File: config.mk
export PLATFORM = sky130hd
export DESIGN_NAME = shift_ctrl_flat
export DESIGN_NICKNAME = d
export VERILOG_FILES = /design/src/rtl/shift_ctrl_if.sv /design/src/rtl/shift_ctrl.sv /design/src/flat_wrapper.sv
export SDC_FILE = /design/constraint.sdc
export NUM_CORES = 1
export LEC_CHECK = 0
export ABC_CLOCK_PERIOD_IN_PS = 1500
export BUFFER_PORTS_ARGS = -buffer_cell sky130_fd_sc_hd__buf_2
export CELL_PAD_IN_SITES_DETAIL_PLACEMENT = 0
export CELL_PAD_IN_SITES_GLOBAL_PLACEMENT = 2
export CORE_MARGIN = 3
export CORE_UTILIZATION = 28
export CTS_CLUSTER_DIAMETER = 120
export DETAILED_ROUTE_END_ITERATION = 6
export GPL_TIMING_DRIVEN = 0
export PLACE_DENSITY = 0.73
export SLEW_MARGIN = 15
export SYNTH_ARGS = -nofsm -noshare
export SYNTH_HDL_FRONTEND = slang
export SYNTH_SLANG_ARGS = --single-unit
File: constraint.sdc
create_clock -name clk -period 1.5 [get_ports clk]
set_input_delay 0.3 -clock clk [delete_from_list [all_inputs] [get_ports clk]]
set_output_delay 0.3 -clock clk [all_outputs]
set_load 0.05 [all_outputs]
File: src/rtl/shift_ctrl_if.sv
`default_nettype none
// +----------------------------------------------------------------------+
// | shift_ctrl_if : word-in / result-out handshake bundle for shift_ctrl |
// | Revision: 1.0                                                        |
// +----------------------------------------------------------------------+
interface shift_ctrl_if #(
   parameter int WIDTH = 4
);
   logic [WIDTH-1:0] in_data;
   logic             in_valid;
   logic             in_ready;
   logic [WIDTH-1:0] out_data;
   logic             out_valid;
   logic             out_ready;
   logic             out_err;

   // slave is the controller side; master is the producer/consumer environment
   modport slave (
      input  in_data, in_valid, out_ready,
      output in_ready, out_data, out_valid, out_err
   );

   modport master (
      output in_data, in_valid, out_ready,
      input  in_ready, out_data, out_valid, out_err
   );
endinterface
`default_nettype wire

File: src/rtl/shift_ctrl.sv
`default_nettype none
// +----------------------------------------------------------------------+
// | shift_ctrl : serialises a word MSB-first into an external shift      |
// | register, reads it back in parallel and flags readback mismatches.   |
// | Revision: 1.0                                                        |
// +----------------------------------------------------------------------+
module shift_ctrl #(
   parameter int WIDTH = 4
) (
   input  logic             clk,
   input  logic             rst_n,
   shift_ctrl_if.slave      bus,
   input  logic             abort,
   output logic             sr_d,
   output logic             sr_en,
   input  logic [WIDTH-1:0] sr_q
);

   localparam int            CW     = $clog2(WIDTH);
   localparam logic [CW-1:0] c_LAST = CW'(WIDTH - 1);

   localparam logic [1:0] c_IDLE    = 2'd0;
   localparam logic [1:0] c_SHIFT   = 2'd1;
   localparam logic [1:0] c_CAPTURE = 2'd2;
   localparam logic [1:0] c_DONE    = 2'd3;

   logic [1:0]       r_state;
   logic [CW-1:0]    r_cnt;
   logic [WIDTH-1:0] r_word;
   logic [WIDTH-1:0] r_out_data;
   logic             r_out_err;
   logic             r_armed;
   logic [CW-1:0]    w_idx;
   logic             w_accept;

   // r_armed keeps in_ready low until the first edge after reset release
   assign bus.in_ready  = r_armed && (r_state == c_IDLE) && !abort;
   assign w_accept      = bus.in_valid && bus.in_ready;
   assign w_idx         = c_LAST - r_cnt;
   assign sr_en         = (r_state == c_SHIFT);
   assign sr_d          = sr_en & r_word[w_idx];
   assign bus.out_valid = (r_state == c_DONE);
   assign bus.out_data  = r_out_data;
   assign bus.out_err   = r_out_err;

   always_ff @(posedge clk or negedge rst_n) begin
      if (!rst_n) begin
         r_state    <= c_IDLE;
         r_cnt      <= '0;
         r_word     <= '0;
         r_out_data <= '0;
         r_out_err  <= 1'b0;
         r_armed    <= 1'b0;
      end else begin
         r_armed <= 1'b1;
         if (abort) begin
            r_state   <= c_IDLE;
            r_cnt     <= '0;
            r_out_err <= 1'b0;
         end else begin
            case (r_state)
               c_IDLE: begin
                  if (w_accept) begin
                     r_word  <= bus.in_data;
                     r_cnt   <= '0;
                     r_state <= c_SHIFT;
                  end
               end
               c_SHIFT: begin
                  if (r_cnt == c_LAST) begin
                     r_cnt   <= '0;
                     r_state <= c_CAPTURE;
                  end else begin
                     r_cnt <= r_cnt + CW'(1);
                  end
               end
               c_CAPTURE: begin
                  r_out_data <= sr_q;
                  r_out_err  <= (sr_q != r_word);
                  r_state    <= c_DONE;
               end
               c_DONE: begin
                  if (bus.out_ready) begin
                     r_state <= c_IDLE;
                  end
               end
               default: r_state <= c_IDLE;
            endcase
         end
      end
   end

endmodule
`default_nettype wire

File: src/flat_wrapper.sv
// flat-port wrapper written by rule: the top's interface ports become plain ports
module shift_ctrl_flat 
#(
   parameter int WIDTH = 4
)
  (clk, rst_n, abort, sr_d, sr_en, sr_q, bus_in_data, bus_in_valid, bus_out_ready, bus_in_ready, bus_out_data, bus_out_valid, bus_out_err);
  shift_ctrl_if #(.WIDTH(WIDTH)) bus_i ();
  input  logic clk;
  input  logic rst_n;
  input  logic abort;
  output logic sr_d;
  output logic sr_en;
  input  logic [WIDTH-1:0] sr_q;
  input wire logic [$bits(bus_i.in_data)-1:0] bus_in_data;
  input wire logic [$bits(bus_i.in_valid)-1:0] bus_in_valid;
  input wire logic [$bits(bus_i.out_ready)-1:0] bus_out_ready;
  output wire logic [$bits(bus_i.in_ready)-1:0] bus_in_ready;
  output wire logic [$bits(bus_i.out_data)-1:0] bus_out_data;
  output wire logic [$bits(bus_i.out_valid)-1:0] bus_out_valid;
  output wire logic [$bits(bus_i.out_err)-1:0] bus_out_err;
  assign bus_i.in_data = bus_in_data;
  assign bus_i.in_valid = bus_in_valid;
  assign bus_i.out_ready = bus_out_ready;
  assign bus_in_ready = bus_i.in_ready;
  assign bus_out_data = bus_i.out_data;
  assign bus_out_valid = bus_i.out_valid;
  assign bus_out_err = bus_i.out_err;
  shift_ctrl #(.WIDTH(WIDTH)) u_core (.clk(clk), .rst_n(rst_n), .bus(bus_i), .abort(abort), .sr_d(sr_d), .sr_en(sr_en), .sr_q(sr_q));
endmodule
# After elaboration in Yosys (flattened, before gate mapping)

Cells that the tools add are included.

Output and inout port bits: 9
RAM bits: 0
Input bits: 13
Bits in registers: 14
Memories: 0
Word-level logic and storage cells: 43
Bits in read-only memories: 0
Latch bits: 0

Magnitude comparators: 1
Shift-type cells: 0
$mul: 0
Div/mod/pow operators: 0
$add $sub $neg: 2
Muxes and demuxes: 13
Reduce and logical (&&, ||, !) cells: 11
Bitwise gates (word level): 2
Equal/unequal tests: 8

Operators by type and width:

| cell                | number |
|---|---|
| $mux 2              | 7 |
| $pmux 2 s4          | 1 |
| $eq 2x2->1 const B  | 3 |
| $ne 3x3->1 const B  | 2 |
| $reduce_and 3->1    | 2 |
| $ne 4x4->1          | 1 |
| $pmux 2 s2          | 1 |
| $reduce_and 2->1    | 2 |
| $logic_and 1x1->1   | 3 |
| $lt 2x3->1 const B  | 1 |
| $mux 1              | 3 |
| $ne 3x2->1 const B  | 1 |
| $reduce_bool 3->1   | 1 |
| $add 2x1->2 const B | 1 |
| $bmux 1 s2          | 1 |
| $eq 2x1->1 const B  | 1 |
| $logic_not 2->1     | 1 |
| $reduce_bool 2->1   | 1 |
| $sub 2x2->2 const A | 1 |
| $and 1x1->1         | 1 |
| $logic_not 1->1     | 1 |
| $not 1->1           | 1 |

# Longest topological paths before layout

Gate-level depths: netlist (run 1).

Depth in word-level cells: 7
Depth in mapped cells: 5
Mapped depth without buffers: 5

# Least setup slack after synthesis (run 1)

No wires, ideal clock.

Path kind: reg2out
From: register u_core.r_state[1]
To: output sr_d
Cell stages (with the launch flop): 4
Setup slack: -274 ps
Required time: 1200 ps
Arrival: 1474 ps
Buffers on the path: 0
Path through: dfrtp_1 inv_1 ha_1 and2_1

Word-level cells in the longest chain between the ends: 2

Ends and longest elaborated chain:

| element                | line               | text |
|---|---|---|
| from (decl)            | shift_ctrl.sv:27   | `logic [1:0] r_state;` |
| from (signal assigned) | shift_ctrl.sv:48   | `r_state <= c_IDLE;` |
| from (signal assigned) | shift_ctrl.sv:57   | `r_state <= c_IDLE;` |
| from (signal assigned) | shift_ctrl.sv:66   | `r_state <= c_SHIFT;` |
| $eq 2x1->1             | shift_ctrl.sv:40   | `assign sr_en = (r_state == c_SHIFT);` |
| via sr_en              | flat_wrapper.sv:12 | `output logic sr_en;` |
| $and 1x1->1            | shift_ctrl.sv:41   | `assign sr_d = sr_en & r_word[w_idx];` |
| to (decl)              | flat_wrapper.sv:11 | `output logic sr_d;` |

The timed path passes the listed nets, and every way through them passes these cells.

# Final worst setup path (run 1)

From: register u_core.r_cnt[0]
To: output sr_d

Word-level cells in the longest chain between the ends: 4

Ends and longest elaborated chain:

| element                      | line             | text |
|---|---|---|
| from (decl)                  | shift_ctrl.sv:28 | `logic [CW-1:0] r_cnt;` |
| from (signal assigned)       | shift_ctrl.sv:74 | `r_cnt <= r_cnt + CW'(1);` |
| $sub 2x2->2                  | shift_ctrl.sv:39 | `assign w_idx = c_LAST - r_cnt;` |
| $bmux 1 s2                   | shift_ctrl.sv:41 |  |
| $mux 1 (not written as such) | shift_ctrl.sv:41 |  |
| $and 1x1->1                  | shift_ctrl.sv:41 |  |

No other way between the ends. The select of a mux whose other input is x is not followed.

==> flow_metrics.env, run 1 <==
export IMPL_yosys_area_top_type="dfrtp_1"
export IMPL_synth_most_common_cell="nand2_1"
export IMPL_postRouteAntennaNets=0
export IMPL_gr_max_usage_layer="met2"
export IMPL_yosysWarnings=0
export IMPL_final_setup_tns_ns=-0.344
export IMPL_p_leak_uw=0.000561
export IMPL_end_kind="output pin"
export IMPL_reg2reg_from="u_core.r_state[0]"
export IMPL_firstDrtPassIters=4
export IMPL_violations="setup timing"
export IMPL_path_class="flop to output pin"
export IMPL_outcome="finished, violations left"
export IMPL_syn_nets=85
export IMPL_routabilityCongestion=0.716
export IMPL_drive_gt1_share_pct=53.5
export IMPL_wl_per_cell_um=12.9
export IMPL_postSynthRegisterBits=14
export IMPL_slowest_stage="mux4_2"
export IMPL_cts_buffers=3
export IMPL_cp_max_fo=2
export IMPL_multi_input_area_um2=467
export IMPL_fmaxAchievable_ghz=0.565
export IMPL_finalCritPeriodShare_pct=118
export IMPL_clk_latency_ns=0.28
export IMPL_min_from="bus_in_data[3]"
export IMPL_ys_seq_area_share_pct=46.4
export IMPL_io_pins=22
export IMPL_synthTopCellsByCount="nand2_1, dfrtp_1, ha_1"
export IMPL_dp_cells=118
export IMPL_max_cap_violations=0
export IMPL_clk_pin_slew_ns=0.09
export IMPL_htree_levels=1
export IMPL_viasPerCell=4.53
export IMPL_dr_total_vias=593
export IMPL_synth_area_um2=754
export IMPL_synth_ff_type="dfrtp_1"
export IMPL_grt_pass1_wl_mm=2.91
export IMPL_grt_usage_pct=11.5
export IMPL_rsz0062_at_grt="yes"
export IMPL_fp_dieH_um=57.9
export IMPL_crit_path_start="u_core.r_cnt[0]"
export IMPL_cp_cell_sequence="mux4_2 > and2_4 > buf_8"
export IMPL_fp_row_count=18
export IMPL_io_buffer_count=21
export IMPL_synth_top_family_by_area="simple AND/OR/NAND/NOR gates"
export IMPL_hold_class="primary input to flop"
export IMPL_synth_xor_area_share_pct=4.64
export IMPL_final_nets=120
export IMPL_synthMuxAreaShare_pct=11.6
export IMPL_grt_max_degree=15
export IMPL_ys_types=23
export IMPL_worstPathRequired_ns=1.20
export IMPL_finalSetupViolations=2
export IMPL_clockBufferDepth=2
export IMPL_cts_sinks=14
export IMPL_arrival_ns=1.47
export IMPL_regArea_um2=352
export IMPL_met3_usage_pct=4.23
export IMPL_grt_pass1_vias=610
export IMPL_irDropWorstVdd_mv=0.738
export IMPL_syn_to_final_growth_pct=47.8
export IMPL_drt_initial_drc_count=14
export IMPL_period_needed_ns=1.77
export IMPL_grt_ovfl_total=0
export IMPL_worst_slack_ns=-0.271
export IMPL_synthAdderAreaFrac_pct=8.29
export IMPL_use_met2_pct=18.9
export IMPL_synth_top_cell_area_share_pct=46.4
export IMPL_cp_slowest_stage_delay_ns=0.50
export IMPL_final_fill_count=255
export IMPL_coreArea_mm2=0.00252
export IMPL_die_area_mm2=0.00335
export IMPL_syn_avg_cell_area_um2=11.3
export IMPL_slew_violations=0
export IMPL_hold_violations=0
export IMPL_p_per_area_mw_per_mm2=1640
export IMPL_cts_tree="done"
export IMPL_grtUsageMet1_pct=14.8
export IMPL_fp_dieW_um=57.9
export IMPL_synth_simple_area_share_pct=20.4
export IMPL_drt_wl_total_mm=1.69
export IMPL_synth_compound_gate_area_share_pct=6.63
export IMPL_hpwlAfterDp_mm=1.24
export IMPL_synthTopCellsByArea="dfrtp_1, ha_1, nand2_1"
export IMPL_remaining_drc_errors=0
export IMPL_grt_antenna_before_repair=0
export IMPL_synth_edf_count=0
export IMPL_cts_root_buf="clkbuf_4"
export IMPL_start_util_pct=29.9
export IMPL_start_kind="flop"
export IMPL_syn_instance_count=67
export IMPL_fin_cells=131
export IMPL_num_antenna_cells=0
export IMPL_fin_skew_ns=0.00617
export IMPL_synthArstFlopShare_pct=100
-- worst paths after layout --
path	slack [ns]	cells past startpoint	endpoint
min in group asynchronous	0.43	2	u_core.r_state[1]
max reg2reg	0.03	5	u_core.r_state[1]
max	-0.27	3	sr_d
max in group asynchronous	0.80	2	u_core.r_state[0]
min	0.20	3	u_core.r_word[3]
min reg2reg	0.51	1	u_core.bus.out_data[0]
-- routing by layer --
metal  routed length [um]  up-vias
li1                     -      300
met1                  734      281
met2                  872       12
met3                   79        0
met4                    0        0
met5                    0        -
-- cells by family after synthesis --
family	after synthesis
AO/OA/AOI/OAI	6
XOR/XNOR	4
adder cells (fa/ha/maj)	5
buffers and inverters	3
flip-flops	14
multiplexers	7
other	1
AND/OR/NAND/NOR	27
-- cell usage in the layout (no fill, tap or decap), drive strengths merged --
| cell type | n |
|---|---|
| buf | 29 |
| nand2 | 16 |
| dfrtp | 14 |
| ha | 5 |
| mux2 | 4 |
| xor2 | 4 |
| clkbuf | 4 |
| inv | 3 |
| nor2b | 3 |
| mux2i | 2 |
| a32o | 2 |
| and3 | 1 |
| mux4 | 1 |
| and2 | 1 |
| and4b | 1 |
| nand4b | 1 |
| nor3b | 1 |
| nor4 | 1 |
| nor2 | 1 |
| a211oi | 1 |
| and2b | 1 |
| a211o | 1 |
| o41ai | 1 |
| a21oi | 1 |
| dlygate4sd3 | 1 |
| conb | 1 |
-- layout make-up --
| type | count | area share [%] |
|---|---|---|
| multi-input cells | 50 | 41.9 |
| well taps | 30 | 3.37 |
| clock buffers | 4 | 3.25 |
| repair buffers | 30 | 19.0 |
| flip-flops and latches | 14 | 31.5 |
| inverters | 3 | 1.01 |
-- stage by stage --
stage	setup slack, ns	hold slack, ns	area (um2)	utilization (%)	power, uW
global route	-0.345	0.205	1110	44.2	1960
floorplan	0.00140	0.00441	763	-	1130
finish	-0.271	0.199	1110	44.2	1830
CTS	-0.288	0.191	1050	41.5	1740
detailed placement	-0.126	0.222	906	35.9	1300
global placement	-0.106	0.222	906	35.9	1290
-- sequential cells by signal (all words and copies together), names as in the netlist --
signal,cells
u_core.bus.out_data,4
u_core.r_word,4
u_core.r_cnt,2
u_core.r_state,2
u_core.bus.out_err,1
u_core.r_armed,1
-- timing repair --
item,4_1_cts,5_1_grt
pin swaps,3,4
buffers inserted,7,1
resized for setup,13,13
hold buffers,1,0
hold endpoints to repair,14,0
setup endpoints to repair,7,10
-- critical path, delay by kind of cell (launching register included) --
family | cells | cell delay (ns)
buffers and inverters | 1 | 0.14
flip-flops | 1 | 0.39
multiplexers | 1 | 0.50
AND/OR/NAND/NOR | 1 | 0.16
-- power by group --
group          leakage, uW  total (uW)  internal (uW)  switching (uW)
sequential        0.000181         566            486            80.4
clock            0.0000210         274            148             126
combinational     0.000358         987            439             548
No activity file was read; power rests on OpenSTA's default activity.
==> run 2: changes to the inputs <==
--- a/config.mk
+++ b/config.mk
@@ -5,16 +5,16 @@
 export SDC_FILE = /design/constraint.sdc
 export NUM_CORES = 1
 export LEC_CHECK = 0
-export ABC_CLOCK_PERIOD_IN_PS = 1500
+export ABC_CLOCK_PERIOD_IN_PS = 2100
 export BUFFER_PORTS_ARGS = -buffer_cell sky130_fd_sc_hd__buf_2
 export CELL_PAD_IN_SITES_DETAIL_PLACEMENT = 0
 export CELL_PAD_IN_SITES_GLOBAL_PLACEMENT = 2
 export CORE_MARGIN = 3
-export CORE_UTILIZATION = 28
+export CORE_UTILIZATION = 33
 export CTS_CLUSTER_DIAMETER = 120
 export DETAILED_ROUTE_END_ITERATION = 6
 export GPL_TIMING_DRIVEN = 0
-export PLACE_DENSITY = 0.73
+export PLACE_DENSITY = 0.81
 export SLEW_MARGIN = 15
 export SYNTH_ARGS = -nofsm -noshare
 export SYNTH_HDL_FRONTEND = slang
==> constraint.sdc (replaced) <==
create_clock -name clk -period 2.1 [get_ports clk]
set_input_delay 0.42 -clock clk [delete_from_list [all_inputs] [get_ports clk]]
set_output_delay 0.42 -clock clk [all_outputs]
set_load 0.05 [all_outputs]
==> flow_metrics.env, run 2 (same netlist as run 1, synthesis figures left out) <==
export IMPL_fp_dieH_um=53.8
export IMPL_finalCritPeriodShare_pct=95.0
export IMPL_io_pins=22
export IMPL_cts_buffers=3
export IMPL_syn_to_final_growth_pct=21.7
export IMPL_layout_commonest_cell="buf_2"
export IMPL_hold_violations=0
export IMPL_p_per_area_mw_per_mm2=1150
export IMPL_max_cap_violations=0
export IMPL_cts_tree="done"
export IMPL_final_setup_tns_ns=0
export IMPL_fin_cells=118
export IMPL_cp_cell_sequence="mux4_2 > and2_1 > buf_2"
export IMPL_hpwlAfterDp_mm=1.16
export IMPL_fmaxAchievable_ghz=0.501
export IMPL_path_class="flop to output pin"
export IMPL_finalInstanceArea_um2=918
export IMPL_end_kind="output pin"
export IMPL_grt_max_degree=15
export IMPL_path_delay_family="multiplexers"
export IMPL_cp_max_fo=4
export IMPL_cp_slowest_stage_delay_ns=0.52
export IMPL_multi_input_area_um2=395
export IMPL_rrSetupSlack_ns=0.49
export IMPL_rsz0062_at_grt="no"
export IMPL_ctsHoldBuffers=0
export IMPL_routabilityCongestion=0.754
export IMPL_coreArea_mm2=0.00206
export IMPL_outcome="finished, final reports clean"
export IMPL_reg2reg_from="u_core.r_state[0]"
export IMPL_rr_endpoint="u_core.r_cnt[0]"
export IMPL_finalSetupViolations=0
export IMPL_grt_ovfl_total=0
export IMPL_dr_total_vias=559
export IMPL_period_needed_ns=1.99
export IMPL_p_leak_uw=0.000499
export IMPL_htree_levels=1
export IMPL_clockBufferDepth=2
export IMPL_cts_setup_buffers=0
export IMPL_drt_initial_drc_count=3
export IMPL_num_antenna_cells=0
export IMPL_die_area_mm2=0.00290
export IMPL_grt_pass1_vias=543
export IMPL_post_dp_cell_area_um2=893
export IMPL_cts_root_buf="clkbuf_4"
export IMPL_viasPerCell=4.74
export IMPL_dp_cells=115
export IMPL_firstDrtPassIters=2
export IMPL_fp_dieW_um=53.8
export IMPL_hold_class="primary input to asynchronous set/reset pin"
export IMPL_drt_wl_total_mm=1.46
export IMPL_io_buffer_count=21
export IMPL_fp_row_count=16
export IMPL_cts_resized=0
export IMPL_clk_pin_slew_ns=0.08
export IMPL_irDropWorstVdd_mv=0.434
export IMPL_clk_latency_ns=0.27
export IMPL_start_util_pct=36.6
export IMPL_arrival_ns=1.57
export IMPL_drive_gt1_share_pct=37.4
export IMPL_path_buf_inv=1
export IMPL_worstPathRequired_ns=1.68
export IMPL_grt_usage_pct=12.3
export IMPL_grt_pass1_wl_mm=2.47
export IMPL_mostFrequentLayoutCells="buf_2, nand2_1, dfrtp_1"
export IMPL_regArea_um2=350
export IMPL_final_nets=111
export IMPL_grt_antenna_before_repair=0
export IMPL_start_kind="flop"
export IMPL_postRouteAntennaNets=0
export IMPL_slowest_stage="mux4_2"
export IMPL_final_fill_count=208
export IMPL_remaining_drc_errors=0
export IMPL_wl_per_cell_um=12.4
export IMPL_r2r_cells=5
export IMPL_fin_skew_ns=0.000541
export IMPL_cts_sinks=14
export IMPL_slew_violations=0
==> run 2: per-stage QoR <==
step	util, %	hold WS, ns	total power (uW)	setup WS (ns)
after detailed placement	43.3	0.337	918	0.372
after CTS	44.4	0.0348	1070	0.0506
after floorplan	-	0.124	800	0.206
final	44.5	0.0320	1060	0.105
after global routing	44.5	0.0337	1150	0.0307
after global placement	43.3	0.339	910	0.353
==> run 2: how the worst max path moves through the flow <==
stage	start	end	slack, ns	cells after the start
final	u_core.r_cnt[0]	sr_d	0.11	3
after global routing	u_core.r_cnt[0]	sr_d	0.03	3
after CTS	u_core.r_state[0]	bus_in_ready	0.05	4
after detailed placement	u_core.r_state[0]	bus_in_ready	0.37	4
after global placement	u_core.r_state[0]	bus_in_ready	0.35	4
after floorplan	u_core.r_state[1]	sr_d	0.21	3
==> run 2: power by group <==
group	internal, uW	leakage (uW)	switching (uW)
combinational	181	0.000303	330
sequential	346	0.000183	57.7
clock	66.3	0.0000138	80.2
total	593	0.000499	468
==> run 2: layout make-up <==
class | instances | share of cell area (%)
repair buffers | 21 | 11.4
well taps | 27 | 3.68
multi-input cells | 50 | 43.1
inverters | 3 | 1.23
clock buffers | 3 | 2.45
flip-flops and latches | 14 | 38.1
==> run 2: routing by layer <==
layer	vias up	GRT usage [%]	wire [um]
li1	282	-	-
met1	261	15.1	675
met2	12	19.2	662
met3	4	3.88	101
met4	0	6.38	21
met5	-	0	0
